[src/rtl/div_unit_pkg.sv]
// Shared types and constants for the multi-cycle DIV/DIVU unit.
package div_unit_pkg;

  typedef enum logic [1:0] {
    DIV_FREE   = 2'b00,
    DIV_BYZERO = 2'b01,
    DIV_ON     = 2'b10,
    DIV_END    = 2'b11
  } div_state_e;

  localparam logic DIV_RESULT_READY     = 1'b1;
  localparam logic DIV_RESULT_NOT_READY = 1'b0;
  localparam logic DIV_START            = 1'b1;
  localparam logic DIV_STOP             = 1'b0;

endpackage

[src/rtl/div_unit.sv]
// Radix-2 restoring divider for DIV/DIVU; result {remainder, quotient} to HILO.
// Optional DIV_EARLY_TERM_EN: finish in FREE when |dividend| < |divisor|.
module div_unit
  import div_unit_pkg::*;
#(
  parameter int unsigned WIDTH = 32
) (
  input  logic               clk,
  input  logic               rst,
  input  logic               signed_div_i,
  input  logic [WIDTH-1:0]   opdata1_i,
  input  logic [WIDTH-1:0]   opdata2_i,
  input  logic               start_i,
  input  logic               annul_i,
  output logic [2*WIDTH-1:0] result_o,
  output logic               ready_o
);

  localparam int unsigned CNT_W = $clog2(WIDTH + 1);
  localparam int unsigned DVD_W = 2 * WIDTH + 1;

  div_state_e         state_q, state_d;
  logic [CNT_W-1:0]   cnt_q, cnt_d;
  logic [DVD_W-1:0]   dividend_q, dividend_d;
  logic [WIDTH-1:0]   divisor_q, divisor_d;
  logic               signed_q, signed_d;
  logic               sign_a_q, sign_a_d;
  logic               sign_b_q, sign_b_d;
  logic [2*WIDTH-1:0] result_q, result_d;
  logic               ready_q, ready_d;

  logic [WIDTH-1:0]   mag_a, mag_b;
  logic [WIDTH:0]     trial;
  logic [WIDTH-1:0]   quot_raw, rem_raw, quot_fix, rem_fix;

  assign result_o = result_q;
  assign ready_o  = ready_q;

  // Operand magnitudes, trial subtraction and final sign correction
  always_comb begin
    mag_a    = (signed_div_i && opdata1_i[WIDTH-1]) ? WIDTH'(0) - opdata1_i : opdata1_i;
    mag_b    = (signed_div_i && opdata2_i[WIDTH-1]) ? WIDTH'(0) - opdata2_i : opdata2_i;
    trial    = {1'b0, dividend_q[2*WIDTH-1:WIDTH]} - {1'b0, divisor_q};
    quot_raw = dividend_q[WIDTH-1:0];
    rem_raw  = dividend_q[2*WIDTH:WIDTH+1];
    quot_fix = (signed_q && (sign_a_q ^ sign_b_q)) ? WIDTH'(0) - quot_raw : quot_raw;
    rem_fix  = (signed_q && sign_a_q) ? WIDTH'(0) - rem_raw : rem_raw;
  end

  always_comb begin
    state_d    = state_q;
    cnt_d      = cnt_q;
    dividend_d = dividend_q;
    divisor_d  = divisor_q;
    signed_d   = signed_q;
    sign_a_d   = sign_a_q;
    sign_b_d   = sign_b_q;
    result_d   = result_q;
    ready_d    = ready_q;

    case (state_q)
      DIV_FREE: begin
        ready_d  = DIV_RESULT_NOT_READY;
        result_d = '0;
        if (start_i == DIV_START && !annul_i) begin
          signed_d = signed_div_i;
          sign_a_d = opdata1_i[WIDTH-1];
          sign_b_d = opdata2_i[WIDTH-1];
          if (opdata2_i == '0) begin
            state_d = DIV_BYZERO;
          end
`ifdef DIV_EARLY_TERM_EN
          else if (mag_a < mag_b) begin
            state_d  = DIV_END;
            result_d = {opdata1_i, WIDTH'(0)};
            ready_d  = DIV_RESULT_READY;
          end
`endif
          else begin
            state_d    = DIV_ON;
            cnt_d      = '0;
            dividend_d = {WIDTH'(0), mag_a, 1'b0};
            divisor_d  = mag_b;
          end
        end
      end

      DIV_BYZERO: begin
        state_d  = DIV_END;
        result_d = '0;
        ready_d  = DIV_RESULT_READY;
      end

      DIV_ON: begin
        if (annul_i) begin
          state_d  = DIV_FREE;
          cnt_d    = '0;
          ready_d  = DIV_RESULT_NOT_READY;
          result_d = '0;
        end else if (cnt_q != CNT_W'(WIDTH)) begin
          // Borrow means the divisor did not fit: shift in a 0 quotient bit
          if (trial[WIDTH]) begin
            dividend_d = {dividend_q[DVD_W-2:0], 1'b0};
          end else begin
            dividend_d = {trial[WIDTH-1:0], dividend_q[WIDTH-1:0], 1'b1};
          end
          cnt_d = cnt_q + CNT_W'(1);
        end else begin
          state_d  = DIV_END;
          result_d = {rem_fix, quot_fix};
          ready_d  = DIV_RESULT_READY;
        end
      end

      DIV_END: begin
        if (start_i == DIV_STOP || annul_i) begin
          state_d  = DIV_FREE;
          ready_d  = DIV_RESULT_NOT_READY;
          result_d = '0;
        end
      end

      default: state_d = DIV_FREE;
    endcase
  end

  always_ff @(posedge clk) begin
    if (rst) begin
      state_q    <= DIV_FREE;
      cnt_q      <= '0;
      dividend_q <= '0;
      divisor_q  <= '0;
      signed_q   <= 1'b0;
      sign_a_q   <= 1'b0;
      sign_b_q   <= 1'b0;
      result_q   <= '0;
      ready_q    <= DIV_RESULT_NOT_READY;
    end else begin
      state_q    <= state_d;
      cnt_q      <= cnt_d;
      dividend_q <= dividend_d;
      divisor_q  <= divisor_d;
      signed_q   <= signed_d;
      sign_a_q   <= sign_a_d;
      sign_b_q   <= sign_b_d;
      result_q   <= result_d;
      ready_q    <= ready_d;
    end
  end

endmodule

[config.mk]
export PLATFORM = sky130hd
export DESIGN_NAME = div_unit
export DESIGN_NICKNAME = d
export VERILOG_FILES = /design/src/rtl/div_unit_pkg.sv /design/src/rtl/div_unit.sv
export SDC_FILE = /design/constraint.sdc
export NUM_CORES = 1
export LEC_CHECK = 0
export ABC_AREA = 1
export CORE_UTILIZATION = 45
export DETAILED_ROUTE_END_ITERATION = 7
export PLACE_DENSITY_LB_ADDON = 0.1
export SLEW_MARGIN = 20
export SYNTH_ARGS = -nofsm -noshare
export SYNTH_HDL_FRONTEND = slang
export SYNTH_SLANG_ARGS = --single-unit
[constraint.sdc]
create_clock -name clk -period 2.9 [get_ports clk]
set_input_delay 0.29 -clock clk [delete_from_list [all_inputs] [get_ports clk]]
set_output_delay 0.29 -clock clk [all_outputs]
set_load 0.01 [all_outputs]
==> After elaboration in Yosys (flattened, before gate mapping) <==
Index checks and enable logic that the tools add are counted.
W data, S select, Z words.
{ "totals": {"ff_bits": 173, "out_inout_bits": 65, "elab_cells": 75} }
{ "op_classes": {"n_addsub": 6, "n_eq_ne": 11, "muxes": 29, "bitwise_logic": 3, "reduce_logical": 17} }
{ "op_table": {"columns": ["op", "count"], "rows": [
  ["$mux W65", 5],
  ["$mux W64", 3],
  ["$pmux W64 S3", 1],
  ["$pmux W65 S2", 1],
  ["$mux W32", 4],
  ["$sub A1 B32 Y32 const A", 4],
  ["$sub A32 B32 Y33", 1],
  ["$logic_not A32 Y1", 1],
  ["$mux W6", 4],
  ["$pmux W6 S2", 1],
  ["$mux W2", 5],
  ["$ne A2 B2 Y1 const B", 5],
  ["$pmux W2 S4", 1],
  ["$add A6 B1 Y6 const B", 1],
  ["$ne A3 B3 Y1 const B", 2],
  ["$ne A6 B6 Y1 const B", 1],
  ["$reduce_and A3 Y1", 2],
  ["$logic_and A1 B1 Y1", 5],
  ["$reduce_and A5 Y1", 1],
  ["$eq A2 B2 Y1 const B", 2],
  ["$pmux W1 S4", 1],
  ["$reduce_and A2 Y1", 2],
  ["$reduce_and A4 Y1", 1],
  ["$mux W1", 3],
  ["8 further kinds", 9]
]} }

==> Logic depth before layout (Yosys ltp) <==
Gate-level depths: netlist of run 1.
{ "depth": {"word_depth": 6, "mapped_depth": 16, "ltp_nobuf": 16} }

==> Worst setup path before layout of run 1 <==
No wires, ideal clock.
{ "synth_timing": {"kind": "register -> register", "startpoint": "register dividend_q[32]", "endpoint": "register dividend_q[54]", "setup_ns": 0.143, "t_arrival_ns": 1.921, "required_ns": 2.757, "slack_ns": 0.835, "stages_incl_launch_ff": 15, "n_path_buf": 1, "synth_period_minus_slack_ns": 2.065, "cell_sequence": "dfxtp_1 inv_1 ha_1 fa_1 o21ai_0 nand3_1 nand2_2 nand2_1 nand2_2 nand2_4 nand2_4 buf_4 nand3_1 nand3_1 a21oi_2"} }
{ "synth_via": {"elab_chain_cells": 5} }
{ "synth_lines": {"columns": ["item", "line_no", "text"], "rows": [
  ["start, declared", "div_unit.sv:24", "logic [DVD_W-1:0] dividend_q, dividend_d;"],
  ["start signal, assigned", "div_unit.sv:141", "dividend_q <= dividend_d;"],
  ["$sub A32 B32 Y33", "div_unit.sv:43", "trial = {1'b0, dividend_q[2*WIDTH-1:WIDTH]} - {1'b0, divisor_q};"],
  ["$mux W65", "div_unit.sv:102", "if (trial[WIDTH]) begin"],
  ["$mux W65", "div_unit.sv:100", "end else if (cnt_q != CNT_W'(WIDTH)) begin"],
  ["$mux W65", "div_unit.sv:95", "if (annul_i) begin"],
  ["$pmux W65 S2", "div_unit.sv:61", "case (state_q)"]
]} }
No other way between the ends. The select of a mux whose other input is x is not followed.
A chain may end at the register's enable or synchronous reset.

==> Worst setup path in the final report of run 1 <==
{ "layout_timing": {"startpoint": "register dividend_q[50]", "endpoint": "register dividend_q[52]"} }
The elaborated chain is that of the path after synthesis.

==> key figures, run 1 <==
Clock network
  • Root Driver: clkbuf_16
  • CTS tree: yes
  • Clk_lat worst skew: 0.44 ns
  • Longest Clk Path Bufs: 2
  • Clock-pin transition on the worst setup and hold timing paths: 0.07 ns
  • Cts hold-fix bufs: 0
  • Clock buffers created by TritonCTS: 17
  • H-tree Lvls: 4
  • Clock net sink count: 173

Routing
  • Initial DRC count: 1,338
  • Vias: 14,287
  • WL final: 41,800 microns
  • Post-route DRC: 0
  • DR WL/cell: 15.3 microns
  • Antenna Nets Post-Route: 0
  • Router iterations before antenna repair: 5
  • Via density: 5.24

Global route
  • Largest net degree at the start of global routing: 76
  • GR Util All Layers: 27.6%
  • Antenna violations before repair: 0
  • Total gr overflow: 0
  • Vias in the first global route: 12,801
  • Global-route wire length before repair: 66,700 microns

Layout
  • Share of layout cells above drive strength 1: 8.36%
  • Most frequent cells in the layout: nand2_1, inv_1, nand3_1
  • Cell area after layout: 0.0156 sq mm
  • Area growth syn-to-layout: 16.9%
  • Final #Nets: 2,445
  • Multi-input gate area: 0.00822 sq mm
  • Register Area: 0.00346 sq mm
  • Final Non-Filler Cells: 2,728
  • Diode count: 0
  • Fillers: 3,043
  • Commonest non-fill, non-tap cell in the layout: nand2_1

Synthesis
  • Sequential share of the synthesized area: 25.9%
  • Area leader, netlist: dfxtp_1
  • Flop and latch count out of synthesis: 173
  • Synth Cell Area: 0.0134 sq mm
  • Area contributors post-synth: dfxtp_1, nand2_1, inv_1, nand3_1, a21oi_1
  • Post-synth net total: 2,338
  • Library cells used by synthesis: 43
  • Post-synth top flop: dfxtp_1
  • EDFF count, synth: 0
  • Synth Instances: 2,224
  • Ys async rst share: 0%
  • Synth warn: 0
  • Top cell type's share of synthesized area: 25.9%
  • Syn avg cell area: 6.01 sq um

Pwr
  • Switching pwr: 4.60 mW
  • Clock power frac: 23.1%
  • Net Sw Frac: 46.3%
  • Sequential Power Share: 30.5%
  • P_int: 5.34 mW
  • Combinational share of power: 46.4%
  • Leakage: 7.31 nW
  • Peak VDD IR: 0.465 mV
  • Power per cell area: 637 mW/mm^2

Setup path
  • CP Class: reg2reg
  • Critical Path Source: dividend_q[50]
  • CP Max Fanout: 33
  • Startpoint types: flop
  • Worst r2r src: dividend_q[50]
  • Critical Path RT: 3.26 ns
  • CP Capture Type: flop
  • Crit path DAT: 2.92 ns

Floorplan
  • # IOs: 134
  • Die height: 174 microns
  • Initial Utilization: 46.2%
  • Core Box Area: 0.0289 sq mm
  • Die area: 0.0304 sq mm
  • Die Span X: 174 microns
  • FP Rows: 62

STA
  • Max Slew Vio Count: 0
  • Period utilization: 88.1%
  • Worst Tran Pin Value: 1.02 ns
  • Relative slew slack: 32.1%
  • RSZ-0062 raised after global routing: false
  • Tmin final: 2.55 ns
  • Fin. Hold Viols: 0
  • Min Hold Slack: 0.0544 ns
  • Setup violations, final: 0
  • Final worst slack: 0.346 ns
  • Skew final: 0.0133 ns
  • Max Clock Freq: 0.392 GHz

Placed design
  • Placed Cells: 2,696
  • DPL Wire Length: 33,000 microns
  • Port Buffers: 133
  • Placed Area: 0.0150 sq mm
  • GP Congestion: 0.955
  • Pre-CTS setup slack: -0.00503 ns

Worst hold path
  • Hold Path Class: in2reg
  • Worst Hold Launch: rst

Run status
  • Run status: completed

Run
  • # Max-Cap Violations: 0
==> area by class of cell <==
class,count,share of cell area (%)
Tap cell,384,3.08
Clock inverter,13,0.889
Multi-Input combinational cell,1643,52.6
Sequential cell,173,22.2
Clock buffer,19,2.84
Inverter,330,7.93
Timing Repair Buffer,166,10.5
==> cells in the mapped netlist, types with 2 or more instances <==
cell type and n:
clkbuf_1 30, nand4_1 30, a21oi_2 40, nor3_1 17, nand3_2 4, o22ai_1 3, ha_1 44, nand2_4 3
buf_2 32, a21oi_1 184, xnor2_1 20, o31ai_1 4, nand2_2 45, nand3b_1 4, inv_1 316, nor2_1 198
o211ai_1 5, nand2_1 612, clkinv_1 2, nor2_4 3, xor2_1 38, dfxtp_1 173, buf_12 5, nor4_1 2
o21ai_0 125, a211oi_1 6, nor3_2 3, nand3_1 215, buf_4 9, o21ai_1 13, and2_1 2, nor2_2 15
inv_2 12
==> kinds of logic (layout without fill, tap and decap cells) <==
group / after synthesis / in the layout / synth area share [%]
compound gates: 385 / 385 / 16.1
xor+xnor: 58 / 58 / 3.80
fa+ha+maj: 45 / 45 / 4.27
buf+inv: 408 / 528 / 12.7
flops: 173 / 173 / 25.9
simple gates: 1155 / 1155 / 37.3
==> worst max-delay path, stage by stage, from the launching register on <==
cell	delay [ns]
dfxtp_1	0.49
ha_1	0.35
nand2_1	0.14
inv_1	0.05
nand2_1	0.06
nand2_1	0.10
nand2_1	0.10
nand2_1	0.08
a21oi_4	0.38
nand2_8	0.23
nand3_1	0.23
nand3_1	0.11
a21oi_2	0.15
==> metrics by stage <==
step / setup TNS (ns) / util (%) / power, mW
2_1_floorplan: 0 / - / 6.53
3_3_place_gp: 0 / 51.9 / 7.52
3_5_place_dp: -0.00503 / 51.9 / 7.59
4_1_cts: 0 / 54.0 / 9.89
5_1_grt: 0 / 54.0 / 10.7
6_report: 0 / 54.0 / 9.95
==> per-layer routing <==
layer  routed length (microns)  up-vias  global-route usage (%)
met5                         0        -                       0
met4                       645        0                    6.47
met3                      2720       40                    3.15
met2                     17800      475                    41.1
met1                     20700     6465                    41.7
li1                          -     7307                       -
==> state kept, by name, summed over array words and instances, names as in the netlist <==
signal / flops
cnt_q: 6
dividend_q: 65
divisor_q: 32
ready_o: 1
result_o: 64
sign_a_q: 1
sign_b_q: 1
signed_q: 1
state_q: 2
==> timing repair <==
action,CTS,global route
endpoints found under the setup margin,0,20
gates resized for setup,0,2
setup buffers,0,0
==> power groups by stage <==
| stage | clock, mW | combinational, mW | sequential, mW |
|---|---|---|---|
| 2_1_floorplan | 0 | 3.56 | 2.97 |
| 3_3_place_gp | 0 | 4.45 | 3.07 |
| 3_5_place_dp | 0 | 4.52 | 3.07 |
| 4_1_cts | 2.34 | 4.54 | 3.02 |
| 5_1_grt | 2.45 | 5.13 | 3.08 |
| 6_report | 2.30 | 4.62 | 3.04 |
==> final timing paths <==
path	endpoint	slack [ns]	cells past startpoint
max	dividend_q[52]	0.35	12
min	result_o[34]	0.05	2
max reg2reg	dividend_q[52]	0.35	12
min reg2reg	result_o[55]	0.46	2
No activity file was read; power rests on OpenSTA's default activity.
==> run 2, diff against run 1 <==
--- a/config.mk
+++ b/config.mk
@@ -6,8 +6,10 @@
 export NUM_CORES = 1
 export LEC_CHECK = 0
 export ABC_AREA = 1
+export CORE_MARGIN = 1.5
 export CORE_UTILIZATION = 45
 export DETAILED_ROUTE_END_ITERATION = 7
+export MAX_ROUTING_LAYER = met4
 export PLACE_DENSITY_LB_ADDON = 0.1
 export SLEW_MARGIN = 20
 export SYNTH_ARGS = -nofsm -noshare
==> key figures, run 2 (synthesized netlist as in run 1, its figures left out) <==
Run status
  • Run status: completed

Global route
  • GR Util All Layers: 29.3% (+1.7 points)
  • Vias in the first global route: 13,188 (+3.0%)
  • Largest net degree at the start of global routing: 128 (+68%)
  • Antenna violations before repair: 0 (unchanged)
  • Total gr overflow: 0 (unchanged)
  • Global-route wire length before repair: 69,200 microns (+3.6%)

STA
  • Setup violations, final: 0 (unchanged)
  • Max Slew Vio Count: 0 (unchanged)
  • Fin. Hold Viols: 0 (unchanged)
  • Min Hold Slack: 0.419 ns (+0.365 ns)
  • Skew final: 0.0174 ns (+0.00411 ns)
  • Worst Tran Pin Value: 0.774 ns (-0.244 ns)
  • Relative slew slack: 48.4% (+16 points)
  • Max Clock Freq: 0.379 GHz (-3.2%)
  • RSZ-0062 raised after global routing: false
  • Period utilization: 91.0% (+2.9 points)
  • Tmin final: 2.64 ns (+0.0839 ns)

Routing
  • DR WL/cell: 15.9 microns (+3.5%)
  • Via density: 5.24 (about the same)
  • Antenna Nets Post-Route: 0 (unchanged)
  • Vias: 14,335 (+0.34%)
  • Post-route DRC: 0 (unchanged)
  • Initial DRC count: 1,291 (-3.5%)
  • Router iterations before antenna repair: 5 (unchanged)
  • WL final: 43,500 microns (+3.9%)

Placed design
  • Placed Cells: 2,706 (+0.37%)
  • DPL Wire Length: 34,300 microns (+4.0%)
  • Port Buffers: 133 (unchanged)
  • Placed Area: 0.0151 sq mm (+0.67%)
  • GP Congestion: 0.932 (-2.4%)

Clock network
  • Root Driver: clkbuf_16
  • Longest Clk Path Bufs: 2 (unchanged)
  • Clk_lat worst skew: 0.43 ns (about the same)
  • H-tree Lvls: 4 (unchanged)
  • Clock-pin transition on the worst setup and hold timing paths: 0.08 ns (about the same)
  • Clock buffers created by TritonCTS: 17 (unchanged)
  • Clock net sink count: 173 (unchanged)
  • Post-CTS Setup Bufs: 0 (unchanged)
  • CTS tree: yes

Setup path
  • Critical Path RT: 3.20 ns (-0.06 ns)
  • Crit path DAT: 2.94 ns (+0.02 ns)
  • Startpoint types: flop
  • FF-to-FF setup slack: 0.26 ns (-0.08 ns)
  • CP Class: reg2reg
  • CP Capture Type: flop
  • CP Max Fanout: 33 (unchanged)

Run
  • # Max-Cap Violations: 0 (unchanged)

Layout
  • Area growth syn-to-layout: 17.8%
  • Final Non-Filler Cells: 2,738 (+0.37%)
  • Final #Nets: 2,455 (+0.41%)
  • Share of layout cells above drive strength 1: 8.79% (+0.43 points)
  • Commonest non-fill, non-tap cell in the layout: nand2_1
  • Most frequent cells in the layout: nand2_1, inv_1, nand3_1
  • Cell area after layout: 0.0157 sq mm (+0.73%)
  • Biggest register: dividend_q
  • Max reg flops: 65 (unchanged)
  • Diode count: 0 (unchanged)

Floorplan
  • Die height: 175 microns (+0.57%)
  • Die area: 0.0307 sq mm (+1.2%)
  • # IOs: 134 (unchanged)
  • Die Span X: 175 microns (+0.57%)
  • Core Box Area: 0.0289 sq mm (unchanged)
  • FP Rows: 62 (unchanged)
  • Initial Utilization: 46.2% (unchanged)

Pwr
  • Leakage: 7.37 nW (+0.77%)
  • Power per cell area: 639 mW/mm^2 (+0.39%)
  • Peak VDD IR: 0.348 mV (-25%)

Worst hold path
  • Hold Path Class: in2reg
-- run 2: cell types whose count changed in the layout (fill, tap and decap cells not counted), sizes merged --
cell / previous run / this run
clkinvlp: 0 / 2
clkbuf: 19 / 18
buf: 34 / 44
clkinv: 4 / 8
inv: 339 / 334
-- run 2: worst max-delay path, cell delays in order, from the launching register on --
cell	delay (ns)
dfxtp_1	0.33
inv_1	0.09
ha_1	0.23
fa_1	0.41
o21ai_0	0.20
nand3_1	0.11
nand2_2	0.11
nand2_1	0.09
nand2_2	0.10
nand2_4	0.17
nand2_8	0.26
nand3_1	0.20
nand3_1	0.13
a21oi_2	0.05
-- run 2: power by group --
| part | switching (mW) | internal, mW | total (mW) |
|---|---|---|---|
| sequential | 0.346 | 2.70 | 3.04 |
| combinational | 3.22 | 1.50 | 4.72 |
| clock | 1.13 | 1.17 | 2.30 |
| total | 4.69 | 5.37 | 10.1 |
-- run 2: timing repair --
action | in CTS | in global routing
resized for setup | 0 | 2
setup endpoints to repair | 0 | 33
hold buffers | 0 | 0
endpoints found under the hold margin | 0 | 0
-- run 2: cell type report --
type,count,area [sq um]
Clock buffer,18,439
Clock inverter,14,151
Fill cell,3034,13200
Inverter,330,1240
Multi-Input combinational cell,1643,8220
Sequential cell,173,3460
Tap cell,384,480
Timing Repair Buffer,176,1740
-- run 2: per-stage QoR --
step | utilization [%] | worst slack, ns | power (mW) | TNS, ns
after floorplan | - | 0.835 | 6.53 | 0
after global placement | 52.3 | -0.0772 | 7.65 | -0.529
after detailed placement | 52.3 | -0.113 | 7.70 | -0.533
after CTS | 54.3 | 0.0174 | 10.0 | 0
after global routing | 54.4 | 0.00668 | 10.8 | 0
final | 54.4 | 0.262 | 10.1 | 0
-- run 2: path summary, 6_finish.rpt --
check | end | start | cells past startpoint
hold reg to reg | result_o[28] | result_o[28] | 2
hold / removal | result_o[34] | rst | 3
setup reg to reg | dividend_q[50] | dividend_q[32] | 13
setup / recovery | dividend_q[50] | dividend_q[32] | 13
-- run 2: layer usage --
| metal | GRT usage, % | wire [microns] | part of all wire [%] | vias up |
|---|---|---|---|---|
| met4 | 8.51 | 1080 | 2.5 | 0 |
| li1 | - | - | - | 7329 |
| met5 | - | 0 | 0 | - |
| met2 | 42.6 | 18300 | 42 | 464 |
| met3 | 3.64 | 2760 | 6.4 | 60 |
| met1 | 42.2 | 21400 | 49 | 6482 |
==> run 3, diff against run 2 <==
--- a/config.mk
+++ b/config.mk
@@ -15,3 +15,4 @@
 export SYNTH_ARGS = -nofsm -noshare
 export SYNTH_HDL_FRONTEND = slang
 export SYNTH_SLANG_ARGS = --single-unit
+export TNS_END_PERCENT = 10
==> results of run 3 <==
The final DEF is identical to that of run 2; final timing and power are the same.
